--- src/rtl/spi_arb_pkg.sv ---
// rtl/spi_arb_pkg.sv - shared types and helpers for the SPI request arbiter
package spi_arb_pkg;

    typedef enum logic [1:0] {
        ST_IDLE = 2'd0,
        ST_BUSY = 2'd1,
        ST_GAP  = 2'd2
    } state_t;

    localparam int CNT_W = 32;

    // Index width for n requesters, never narrower than one bit
    function automatic int ID_W(input int n);
        return (n > 1) ? $clog2(n) : 1;
    endfunction

endpackage

--- src/rtl/rr_picker.sv ---
// rtl/rr_picker.sv - combinational round-robin search starting after the last winner
module rr_picker
    import spi_arb_pkg::*;
#(
    parameter int NREQ = 4,
    parameter int IW   = ID_W(NREQ)
) (
    input  logic [NREQ-1:0] req,
    input  logic [IW-1:0]   last,
    output logic            valid,
    output logic [IW-1:0]   idx
);

    // Walk from the farthest candidate to the nearest so the nearest requester after last wins
    always_comb begin
        logic [IW-1:0] cand;
        valid = 1'b0;
        idx   = '0;
        cand  = '0;
        for (int k = NREQ; k >= 1; k--) begin
            cand = IW'((int'(last) + k) % NREQ);
            if (req[cand]) begin
                valid = 1'b1;
                idx   = cand;
            end
        end
    end

endmodule

--- src/rtl/spi_req_arbiter.sv ---
// rtl/spi_req_arbiter.sv - round-robin sharing of one spi_master between NREQ requesters
module spi_req_arbiter
    import spi_arb_pkg::*;
#(
    parameter int                 NREQ       = 4,
    parameter int                 NBITS      = 24,
    parameter int                 NCSBITS    = 3,
    parameter logic [NCSBITS-1:0] CS_IDLE    = '1,
    parameter int                 GAP_CYCLES = 4,
    parameter int                 TIMEOUT    = 4096
) (
    input  logic                        aclk,
    input  logic                        aresetn,
    input  logic [NREQ-1:0]             req,
    input  logic [NREQ*NBITS-1:0]       req_din,
    input  logic [NREQ*NCSBITS-1:0]     req_cs,
    output logic [NREQ-1:0]             grant,
    output logic                        done,
    output logic [ID_W(NREQ)-1:0]       rsp_id,
    output logic [NBITS-1:0]            rsp_dout,
    output logic                        rsp_err,
    output logic                        busy,
    output logic [CNT_W-1:0]            txn_count,
    output logic [CNT_W-1:0]            err_count,
    output logic [NBITS-1:0]            spi_din,
    output logic [NCSBITS-1:0]          spi_cs,
    output logic [NCSBITS-1:0]          spi_cs_idle,
    output logic                        spi_trigger,
    output logic                        spi_ack,
    input  logic [NBITS-1:0]            spi_dout,
    input  logic                        spi_dvld
);

    localparam int IW = ID_W(NREQ);
    localparam int GW = $clog2(GAP_CYCLES + 1);

    state_t             state;
    logic [IW-1:0]      last;
    logic [CNT_W-1:0]   tmo_cnt;
    logic [GW-1:0]      gap_cnt;

    logic               pick_valid;
    logic [IW-1:0]      pick_idx;
    logic [NBITS-1:0]   pick_din;
    logic [NCSBITS-1:0] pick_cs;
    logic [NREQ-1:0]    pick_onehot;
    logic               dvld_new;

    rr_picker #(
        .NREQ (NREQ),
        .IW   (IW)
    ) u_picker (
        .req   (req),
        .last  (last),
        .valid (pick_valid),
        .idx   (pick_idx)
    );

    // A dvld still high in the cycle we are acking is the tail of the previous result
    assign dvld_new = spi_dvld && !spi_ack;

    // Select the winner's word, chip-select code and one-hot grant
    always_comb begin
        pick_din    = '0;
        pick_cs     = '0;
        pick_onehot = '0;
        for (int i = 0; i < NREQ; i++) begin
            if (pick_idx == IW'(i)) begin
                pick_din       = req_din[i*NBITS +: NBITS];
                pick_cs        = req_cs[i*NCSBITS +: NCSBITS];
                pick_onehot[i] = 1'b1;
            end
        end
    end

    // Arbitration FSM with timeout, gap counting and registered responses
    always_ff @(posedge aclk or negedge aresetn) begin
        if (!aresetn) begin
            state       <= ST_GAP;
            gap_cnt     <= GW'(GAP_CYCLES);
            tmo_cnt     <= '0;
            last        <= IW'(NREQ - 1);
            grant       <= '0;
            done        <= 1'b0;
            rsp_id      <= '0;
            rsp_dout    <= '0;
            rsp_err     <= 1'b0;
            busy        <= 1'b0;
            txn_count   <= '0;
            err_count   <= '0;
            spi_din     <= '0;
            spi_cs      <= CS_IDLE;
            spi_cs_idle <= CS_IDLE;
            spi_trigger <= 1'b0;
            spi_ack     <= 1'b0;
        end else begin
            grant       <= '0;
            done        <= 1'b0;
            spi_ack     <= 1'b0;
            spi_cs_idle <= CS_IDLE;
            case (state)
                ST_IDLE: begin
                    spi_ack <= dvld_new;
                    if (pick_valid) begin
                        grant       <= pick_onehot;
                        spi_din     <= pick_din;
                        spi_cs      <= pick_cs;
                        spi_trigger <= 1'b1;
                        last        <= pick_idx;
                        tmo_cnt     <= '0;
                        busy        <= 1'b1;
                        state       <= ST_BUSY;
                    end
                end
                ST_BUSY: begin
                    if (dvld_new) begin
                        rsp_dout    <= spi_dout;
                        rsp_id      <= last;
                        rsp_err     <= 1'b0;
                        done        <= 1'b1;
                        spi_ack     <= 1'b1;
                        spi_trigger <= 1'b0;
                        spi_cs      <= CS_IDLE;
                        txn_count   <= txn_count + 1'b1;
                        gap_cnt     <= GW'(GAP_CYCLES);
                        state       <= ST_GAP;
                    end else if (TIMEOUT != 0 && tmo_cnt == CNT_W'(TIMEOUT - 1)) begin
                        rsp_dout    <= '0;
                        rsp_id      <= last;
                        rsp_err     <= 1'b1;
                        done        <= 1'b1;
                        spi_trigger <= 1'b0;
                        spi_cs      <= CS_IDLE;
                        err_count   <= err_count + 1'b1;
                        gap_cnt     <= GW'(GAP_CYCLES);
                        state       <= ST_GAP;
                    end else begin
                        tmo_cnt <= tmo_cnt + 1'b1;
                    end
                end
                ST_GAP: begin
                    spi_ack <= dvld_new;
                    spi_cs  <= CS_IDLE;
                    if (gap_cnt == '0) begin
                        busy  <= 1'b0;
                        state <= ST_IDLE;
                    end else begin
                        gap_cnt <= gap_cnt - 1'b1;
                    end
                end
                default: begin
                    gap_cnt <= GW'(GAP_CYCLES);
                    state   <= ST_GAP;
                end
            endcase
        end
    end

endmodule
--- config.mk ---
export PLATFORM = sky130hd
export DESIGN_NAME = spi_req_arbiter
export DESIGN_NICKNAME = d
export VERILOG_FILES = /design/src/rtl/spi_arb_pkg.sv /design/src/rtl/rr_picker.sv /design/src/rtl/spi_req_arbiter.sv
export SDC_FILE = /design/constraint.sdc
export NUM_CORES = 1
export LEC_CHECK = 0
export BUFFER_PORTS_ARGS = -buffer_cell sky130_fd_sc_hd__buf_2
export CAP_MARGIN = 20
export CORE_UTILIZATION = 47
export DETAILED_ROUTE_END_ITERATION = 8
export PLACE_DENSITY = 0.88
export SKIP_LAST_GASP = 1
export SYNTH_ARGS = -nofsm -noshare
export SYNTH_HDL_FRONTEND = slang
export SYNTH_HIERARCHICAL = 1
export SYNTH_SLANG_ARGS = --single-unit
--- constraint.sdc ---
create_clock -name aclk -period 2.42 [get_ports aclk]
set_input_delay 0.484 -clock aclk [delete_from_list [all_inputs] [get_ports aclk]]
set_output_delay 0.484 -clock aclk [all_outputs]
set_load 0.02 [all_outputs]
* After elaboration in Yosys (flattened, before gate mapping)
Cells that the tools add are included.
Storage, ports and cells: input port bits 139, flip-flop bits (word level) 165, logic and storage cells 126, output and inout bits 129
Cells by class: $add $sub $neg 8, bitwise gates (word level) 2, $lt $le $gt $ge 4, eq/ne operators 12, multiplexer cells 64, reduce and logical (&&, ||, !) cells 20
Operators with widths (count):
- 24-bit 2-to-1 mux | 6
- 32-bit by 1-bit adder with 32-bit output (second input constant) | 3
- 32-bit 2-to-1 mux | 3
- 32-bit case mux with 2 select lines | 1
- 32-bit by 12-bit == test with 1-bit output (second input constant) | 1
- 3-bit 2-to-1 mux | 10
- 1-bit 2-to-1 mux | 22
- 2-bit 2-to-1 mux | 10
- 3-bit case mux with 3 select lines | 2
- 3-bit AND reduction | 6
- 2-bit by 3-bit < comparator with 1-bit output (second input constant) | 4
- 2-bit inequality test (second input constant) | 5
- 1-bit binary-select mux with 2-bit select | 4
- 4-bit 2-to-1 mux | 2
- 2-bit == test (second input constant) | 3
- 1-bit case mux with 2 select lines | 3
- 2-bit case mux with 3 select lines | 1
- 2-bit AND reduction | 3
- 2-bit nonzero test | 3
- 2-bit by 1-bit adder with 2-bit output (second input constant) | 2
- 2-bit adder (second input constant) | 2
- 2-bit by 1-bit == test with 1-bit output (second input constant) | 2
- 2-bit logical NOT | 2
- 4-bit AND reduction | 1
- other kinds (8) | 9

* Logic depth before layout (Yosys ltp)
Gate-level depths: netlist (run 1).
depth in word-level cells 14, depth in mapped cells 9, mapped depth without buffers 7

* Cells and area by module
Netlist (run 1), hierarchy kept.
Modules (own cells, without submodules):
- spi_req_arbiter | times used 1, cells each 734, area each 8345.5 sq um, seq. area each 4137.7 sq um
- rr_picker | times used 1, cells each 14, area each 91.3 sq um, seq. area each 0.0 sq um

* Worst setup path before layout (run 1)
No wires, ideal clock.
path kind register to register, start point register tmo_cnt[0], end point register err_count[1], period minus slack after synthesis 2.478 ns, buffers on the path 1, data arrival time 2.354 ns, required time 2.295 ns, slack -0.058 ns, setup time 0.125 ns, cell stages (with the launch flop) 7, cell sequence dfrtp_1 > ha_1 > nand4_1 > or4_1 > buf_2 > nor4_2 > mux2_2
Between the ends: cells in the longest elaborated chain, start to end 2
RTL lines:
- start: declaration | line spi_req_arbiter.sv:39 | logic [CNT_W-1:0] tmo_cnt;
- start signal: assignment | line spi_req_arbiter.sv:138 | tmo_cnt <= tmo_cnt + 1'b1;
- 32-bit by 12-bit == test with 1-bit output | line spi_req_arbiter.sv:127 | end else if (TIMEOUT != 0 && tmo_cnt == CNT_W'(TIMEOUT - 1)) begin
- 3-bit AND reduction (no line)
- end signal: assignment | line spi_req_arbiter.sv:134 | err_count <= err_count + 1'b1;
- end: declaration | line spi_req_arbiter.sv:24 | output logic [CNT_W-1:0] err_count,
Every way passes these cells. A chain may end at the register's enable or synchronous reset.

* Worst setup path after layout (run 1)
start point register tmo_cnt[1], end point register spi_cs[1]
Between the ends: cells in the longest elaborated chain, start to end 3
RTL lines:
- 32-bit by 12-bit == test with 1-bit output | line spi_req_arbiter.sv:127
- 3-bit inequality test (no line)
- 3-bit AND reduction (no line)
- end signal: assignment | line spi_req_arbiter.sv:107 | spi_cs <= pick_cs;
- end: declaration | line spi_req_arbiter.sv:26 | output logic [NCSBITS-1:0] spi_cs,
Every way passes these cells.

==> impl_metrics.json, run 1 <==
{
  "io_pins": 268,
  "min-delay-start": "spi_dout[21]",
  "critPathCaptureType": "register",
  "hold_violations": 0,
  "numPortBuffers": 264,
  "synth_top_area_share_pct": 46.9,
  "track_usage_pct": 25.9,
  "layout-drive-gt1-share_pct": 41.5,
  "synth.area.mux_share_pct": 12.6,
  "first_pass_iters": 5,
  "overflow": 0,
  "core_area_sq_mm": 0.0174,
  "synth_ff_type": "dfrtp_1",
  "slew_violations": 0,
  "ys_ff_latch": 165,
  "n_fill_cell": 1261,
  "grt_pass1_wl_mm": 37.2,
  "rows": 48,
  "cp_common_cell": "buf_4",
  "synth_top_family_by_area": "simple AND/OR/NAND/NOR gates",
  "pwr_density_cell_mw_per_mm2": 978,
  "async_flop_share_pct": 100,
  "cpMaxStageDelayCell": "or4_4",
  "worstPathMaxFanout": 9,
  "irDropWorstVdd_v": 0.000803,
  "min_to": "rsp_dout[21]",
  "avgSynthCellArea_sq_um": 11.3,
  "grt_pass1_vias": 7206,
  "finClkSkew_ns": 0.0134,
  "drt_iter0_drc": 644,
  "die_area_sq_mm": 0.0185,
  "routed_wl_mm": 24.0,
  "synth_fa_ha_area_share_pct": 1.33,
  "synthXorXnorAreaFrac_pct": 6.85,
  "ant_nets": 0,
  "reg2reg_slack_ns": 0.08,
  "synth_edf_count": 0,
  "vias_per_cell": 5.91,
  "yosysSeqAreaShare_pct": 49.0,
  "die_h_um": 136,
  "area_delta_synth_final_pct": 31.5,
  "synth.cell_area_sq_mm": 0.00844,
  "outcome": "finished, final reports clean",
  "cts-buffers-inserted": 17,
  "antenna_found_initial": 1,
  "syn_inst": 748,
  "drv_cap": 0,
  "relSlewSlack_pct": 57.9,
  "rsz0062_at_grt": "true",
  "grt_max_degree": 63,
  "cp.arrival_ns": 2.69,
  "path_class": "reg -> reg",
  "synth_common_cells": "158 x dfrtp_1, 67 x nand2_1, 51 x xnor2_1",
  "worstSetupStartpointType": "register",
  "via_count": 7632,
  "gp_congestion": 0.936,
  "tns_ns": 0,
  "insertion_delay_ns": 0.43,
  "p_leak_nw": 5.41,
  "htreeDepth": 4,
  "setup_violations": 0,
  "n_antenna_cell": 0,
  "required_ns": 2.78,
  "drc": 0,
  "max_freq_mhz": 428,
  "hpwl_mm": 17.6,
  "clk_path_buf_depth": 2,
  "yosys.area_share.simple_pct": 17.8,
  "clock_sinks": 165,
  "synthTopCellsByArea": "dfrtp_1 47%, mux4_2 7.2%, xnor2_1 5.3%",
  "yosysMostFrequentCell": "dfrtp_1",
  "ys_types": 64,
  "worst_r2r_endpoint": "spi_cs[1]",
  "wl_per_cell_um": 18.6,
  "clkTransAtPathRegs_ns": 0.07,
  "reg2regPathDepth": 8,
  "whs_path_depth": 2,
  "root_buffer": "clkbuf_16",
  "worst_pin_slew_ns": 0.626,
  "ys_warn_count": 6,
  "hp-class": "in -> reg",
  "period_share_pct": 96.5,
  "max_stage_delay_ns": 0.58,
  "whs_ns": 0.270,
  "utilization_pct": 63.7,
  "die_width_um": 136,
  "cts_tree": "yes",
  "start_util_pct": 48.4,
  "synth-compound-area-share_pct": 9.24,
  "r2r-start": "tmo_cnt[1]",
  "period_minus_slack_ns": 2.34,
  "final_net_count": 1202,
  "yosys.area.top_type": "dfrtp_1",
  "path_cells": "ha_1 > nand4_1 > or4_4 > nor3_2 > buf_4 > o21ai_0 > buf_4 > mux2i_1"
}
-- placed cells by master, fill, tap and decap left out, types with 7 or more instances in the layout --
| cell type | netlist | layout |
|---|---|---|
| inv_1 | 23 | 23 |
| mux2_2 | 27 | 27 |
| and4_1 | 12 | 12 |
| xnor2_1 | 51 | 50 |
| dfrtp_1 | 158 | 158 |
| dfstp_2 | 7 | 7 |
| buf_4 | 3 | 54 |
| nand2_1 | 67 | 67 |
| nor3_1 | 21 | 20 |
| a22o_1 | 27 | 27 |
| ha_1 | 9 | 9 |
| nor2_1 | 31 | 30 |
| o21ai_0 | 21 | 21 |
| xor2_1 | 15 | 15 |
| nand3_1 | 30 | 30 |
| buf_2 | 6 | 263 |
| nor4_1 | 18 | 15 |
| a21oi_1 | 11 | 10 |
| nand4_1 | 32 | 32 |
| mux2i_1 | 14 | 14 |
| o211ai_1 | 7 | 7 |
| mux4_2 | 27 | 27 |
| and2_1 | 9 | 9 |
| and3_1 | 16 | 16 |
| clkbuf_16 | 0 | 17 |
-- layer usage --
layer / track usage (%) / wire length, um / up-vias
met5: 0 / 13 / -
met4: 9.14 / 514 / 2
met3: 6.52 / 2010 / 59
met2: 41.7 / 11900 / 372
met1: 33.9 / 9550 / 3800
li1: - / - / 3399
-- power breakdown --
| group | switching [mW] | internal, mW |
|---|---|---|
| clock | 1.28 | 1.48 |
| combinational | 2.45 | 1.86 |
| sequential | 0.399 | 3.37 |
-- kinds of logic after synthesis --
logic type,Yosys count
fa+ha+maj,9
other cells,1
simple gates,271
buf+inv,63
compound gates,104
xor+xnor,66
flops,165
mux,69
-- sequential cells by signal, summed over array words and instances (netlist names) --
| name | count |
|---|---|
| gap_cnt | 3 |
| busy | 1 |
| done | 1 |
| spi_ack | 1 |
| tmo_cnt | 32 |
| spi_din | 24 |
| rsp_err | 1 |
| grant | 4 |
| state | 2 |
| err_count | 32 |
| spi_trigger | 1 |
| rsp_id | 2 |
| txn_count | 32 |
| rsp_dout | 24 |
| last | 2 |
| spi_cs | 3 |
-- how the worst max path moves through the flow --
stage	depth (start not counted)	startpoint	slack, ns	endpoint
finish	8	tmo_cnt[1]	0.08	spi_cs[1]
CTS	5	tmo_cnt[14]	0.02	err_count[17]
detailed placement	5	tmo_cnt[14]	0.03	err_count[17]
global placement	5	tmo_cnt[14]	0.09	err_count[8]
floorplan	8	tmo_cnt[0]	-0.005	err_count[20]
global route	8	tmo_cnt[1]	-0.02	tmo_cnt[26]
-- area by class of cell --
class                           instances  area [sq um]  area share, %
Sequential cell                       165          4140           37.3
Multi-Input combinational cell        522          4110           37.1
Timing Repair Buffer                  325          1860           16.8
Clock buffer                           17           425           3.84
Tap cell                              225           282           2.54
Clock inverter                         15           185           1.67
Inverter                               23          86.3          0.778
-- metrics by stage --
| step | area [sq um] | instances | power [mW] | worst slack, ns |
|---|---|---|---|---|
| floorplan | 8460 | 750 | 6.37 | -0.00523 |
| global placement | 10400 | 1259 | 7.89 | 0.0884 |
| detailed placement | 10400 | 1259 | 8.08 | 0.0322 |
| CTS | 11100 | 1292 | 10.9 | 0.0203 |
| global route | 11100 | 1292 | 11.4 | -0.0188 |
| finish | 11100 | 1292 | 10.8 | 0.0838 |
-- worst max-delay path, delay by kind of cell, from the launching register on --
family,cells,cell delay [ns]
muxes,1,0.15
AOI/OAI and AO/OA,1,0.17
buffers and inverters,2,0.42
DFF,1,0.39
and+or+nand+nor,3,0.92
adders and majority gates,1,0.22
-- repair_timing --
action                                  in CTS  in global routing
endpoints found under the setup margin       0                 21
gates resized for setup                      0                  8
setup buffers                                0                  0
hold buffers                                 1                  0
endpoints found under the hold margin       36                  0
Power figures use the tool's default switching activity.
==> inputs of run 2 (changes only) <==
--- a/config.mk
+++ b/config.mk
@@ -9,7 +9,7 @@
 export CAP_MARGIN = 20
 export CORE_UTILIZATION = 47
 export DETAILED_ROUTE_END_ITERATION = 8
-export PLACE_DENSITY = 0.88
+export PLACE_DENSITY = 0.79
 export SKIP_LAST_GASP = 1
 export SYNTH_ARGS = -nofsm -noshare
 export SYNTH_HDL_FRONTEND = slang
==> run 2 against run 1 <==
Combinational power shrank 2%. Sequential cell count unchanged. Non-clock buffer count decreased by 1. Clock power decreased by 2%. Utilization decreased by 0.31 points. Register-to-register slack worse by 0.04 ns. Critical endpoint is now err_count[31]. Largest power group unchanged.
==> impl_metrics.json, run 2 (synthesized netlist as in run 1, its figures left out) <==
{
  "drv_cap": 0,
  "path_class": "reg -> reg",
  "clk_path_buf_depth": 2,
  "path_cells": "or4_1 > or4_4 > nor4_4 > buf_4 > nand4_1 > xnor2_1",
  "pwr_density_cell_mw_per_mm2": 972,
  "die_h_um": 136,
  "numPortBuffers": 264,
  "start_util_pct": 48.4,
  "hold_violations": 0,
  "cts_tree": "yes",
  "track_usage_pct": 25.5,
  "hpwl_mm": 17.6,
  "drt_iter0_drc": 493,
  "routed_wl_mm": 23.5,
  "power_frac_clock_pct": 25.3,
  "grt_max_degree": 62,
  "final_net_count": 1201,
  "antenna_found_initial": 0,
  "path_delay_family": "simple AND/OR/NAND/NOR gates",
  "p_int_mw": 6.68,
  "reg2regPathDepth": 6,
  "max_freq_mhz": 420,
  "period_share_pct": 98.3,
  "dp_worst_setup_slack_ns": 0.0558,
  "relSlewSlack_pct": 56.7,
  "insertion_delay_ns": 0.43,
  "cpMaxStageDelayCell": "or4_4",
  "root_buffer": "clkbuf_16",
  "via_count": 7419,
  "hp-class": "in -> async",
  "die_area_sq_mm": 0.0185,
  "die_width_um": 136,
  "worst-path-stages": 6,
  "setup_slack_ns": 0.0411,
  "ant_nets": 0,
  "required_ns": 2.72,
  "period_minus_slack_ns": 2.38,
  "postCtsSetupRepairBufs": 0,
  "cts-buffers-inserted": 17,
  "worstSetupStartpointType": "register",
  "worstPathMaxFanout": 7,
  "htreeDepth": 4,
  "layout_commonest_cell": "buf_2",
  "placed_cells": 1259,
  "switchingPower_mw": 4.05,
  "n_fill_cell": 1351,
  "grt_pass1_wl_mm": 36.4,
  "io_pins": 268,
  "irDropWorstVdd_v": 0.000575,
  "most-common-layout-cells": "263 x buf_2, 158 x dfrtp_1, 67 x nand2_1, 55 x buf_4, 51 x xnor2_1",
  "setup_violations": 0,
  "area_delta_synth_final_pct": 30.8,
  "cp.arrival_ns": 2.68,
  "drc": 0,
  "worst_pin_slew_ns": 0.643,
  "grt_pass1_vias": 7088,
  "first_pass_iters": 5,
  "core_area_sq_mm": 0.0174,
  "wl_per_cell_um": 18.2,
  "sequentialPowerShare_pct": 35.3,
  "p_leak_nw": 5.37,
  "layout-drive-gt1-share_pct": 41.2,
  "critPathCaptureType": "register",
  "fin_cells": 1291,
  "rsz0062_at_grt": "true",
  "gp_congestion": 0.887,
  "vias_per_cell": 5.75,
  "utilization_pct": 63.4,
  "n_antenna_cell": 0,
  "outcome": "finished, final reports clean",
  "top_regs": "err_count x32, tmo_cnt x32, txn_count x32",
  "switching_share_pct": 37.7,
  "clock_sinks": 165,
  "combPwrFrac_pct": 39.4,
  "clkTransAtPathRegs_ns": 0.07,
  "slew_violations": 0,
  "finClkSkew_ns": 0.0144,
  "rows": 48,
  "path_buf_inv": 1,
  "max_stage_delay_ns": 0.59,
  "overflow": 0
}
run 2: power by group through the flow:
stage	sequential, mW	combinational, mW	clock (mW)
CTS	3.78	4.23	2.76
detailed placement	3.82	4.22	0
finish	3.79	4.23	2.72
global placement	3.80	4.10	0
global route	3.85	4.53	2.89
floorplan	4.35	2.02	0
run 2: metal layers:
metal	wire length (um)	up-vias	GRT usage [%]
met4	267	0	7.90
li1	-	3401	-
met5	0	-	0
met3	1690	22	5.15
met1	10000	3701	34.7
met2	11500	295	40.8
run 2: what timing repair did:
item / in CTS / in global routing
endpoints found under the setup margin: 0 / 27
hold buffers: 0 / 0
gates resized for setup: 0 / 5
run 2: final timing paths:
check                              startpoint       endpoint  slack (ns)
worst min register to register  txn_count[31]  txn_count[31]        0.47
worst max register to register    tmo_cnt[14]  err_count[31]        0.04
max in group asynchronous             aresetn        last[0]        1.63
worst min-delay path                  aresetn     gap_cnt[1]       0.005
worst max-delay path              tmo_cnt[14]  err_count[31]        0.04
min in group aclk                spi_dout[12]   rsp_dout[12]        0.28
run 2: cell type report:
cell class | count | area, sq um | share of cell area, %
well taps | 225 | 282 | 2.55
flip-flops and latches | 165 | 4140 | 37.5
repair buffers | 324 | 1840 | 16.7
multi-input cells | 522 | 4100 | 37.1
clock buffers | 18 | 429 | 3.89
inverters | 23 | 86.3 | 0.782
clock inverters | 14 | 164 | 1.49
run 2: stage by stage:
step | cell area (sq um) | TNS (ns) | power (mW) | hold WS [ns]
5_1_grt | 11000 | -0.0196 | 11.3 | 0.0341
3_3_place_gp | 10400 | 0 | 7.89 | 0.451
6_report | 11000 | 0 | 10.7 | 0.00547
2_1_floorplan | 8460 | -0.0173 | 6.37 | 0.188
3_5_place_dp | 10400 | 0 | 8.03 | 0.458
4_1_cts | 11000 | 0 | 10.8 | 0.0195
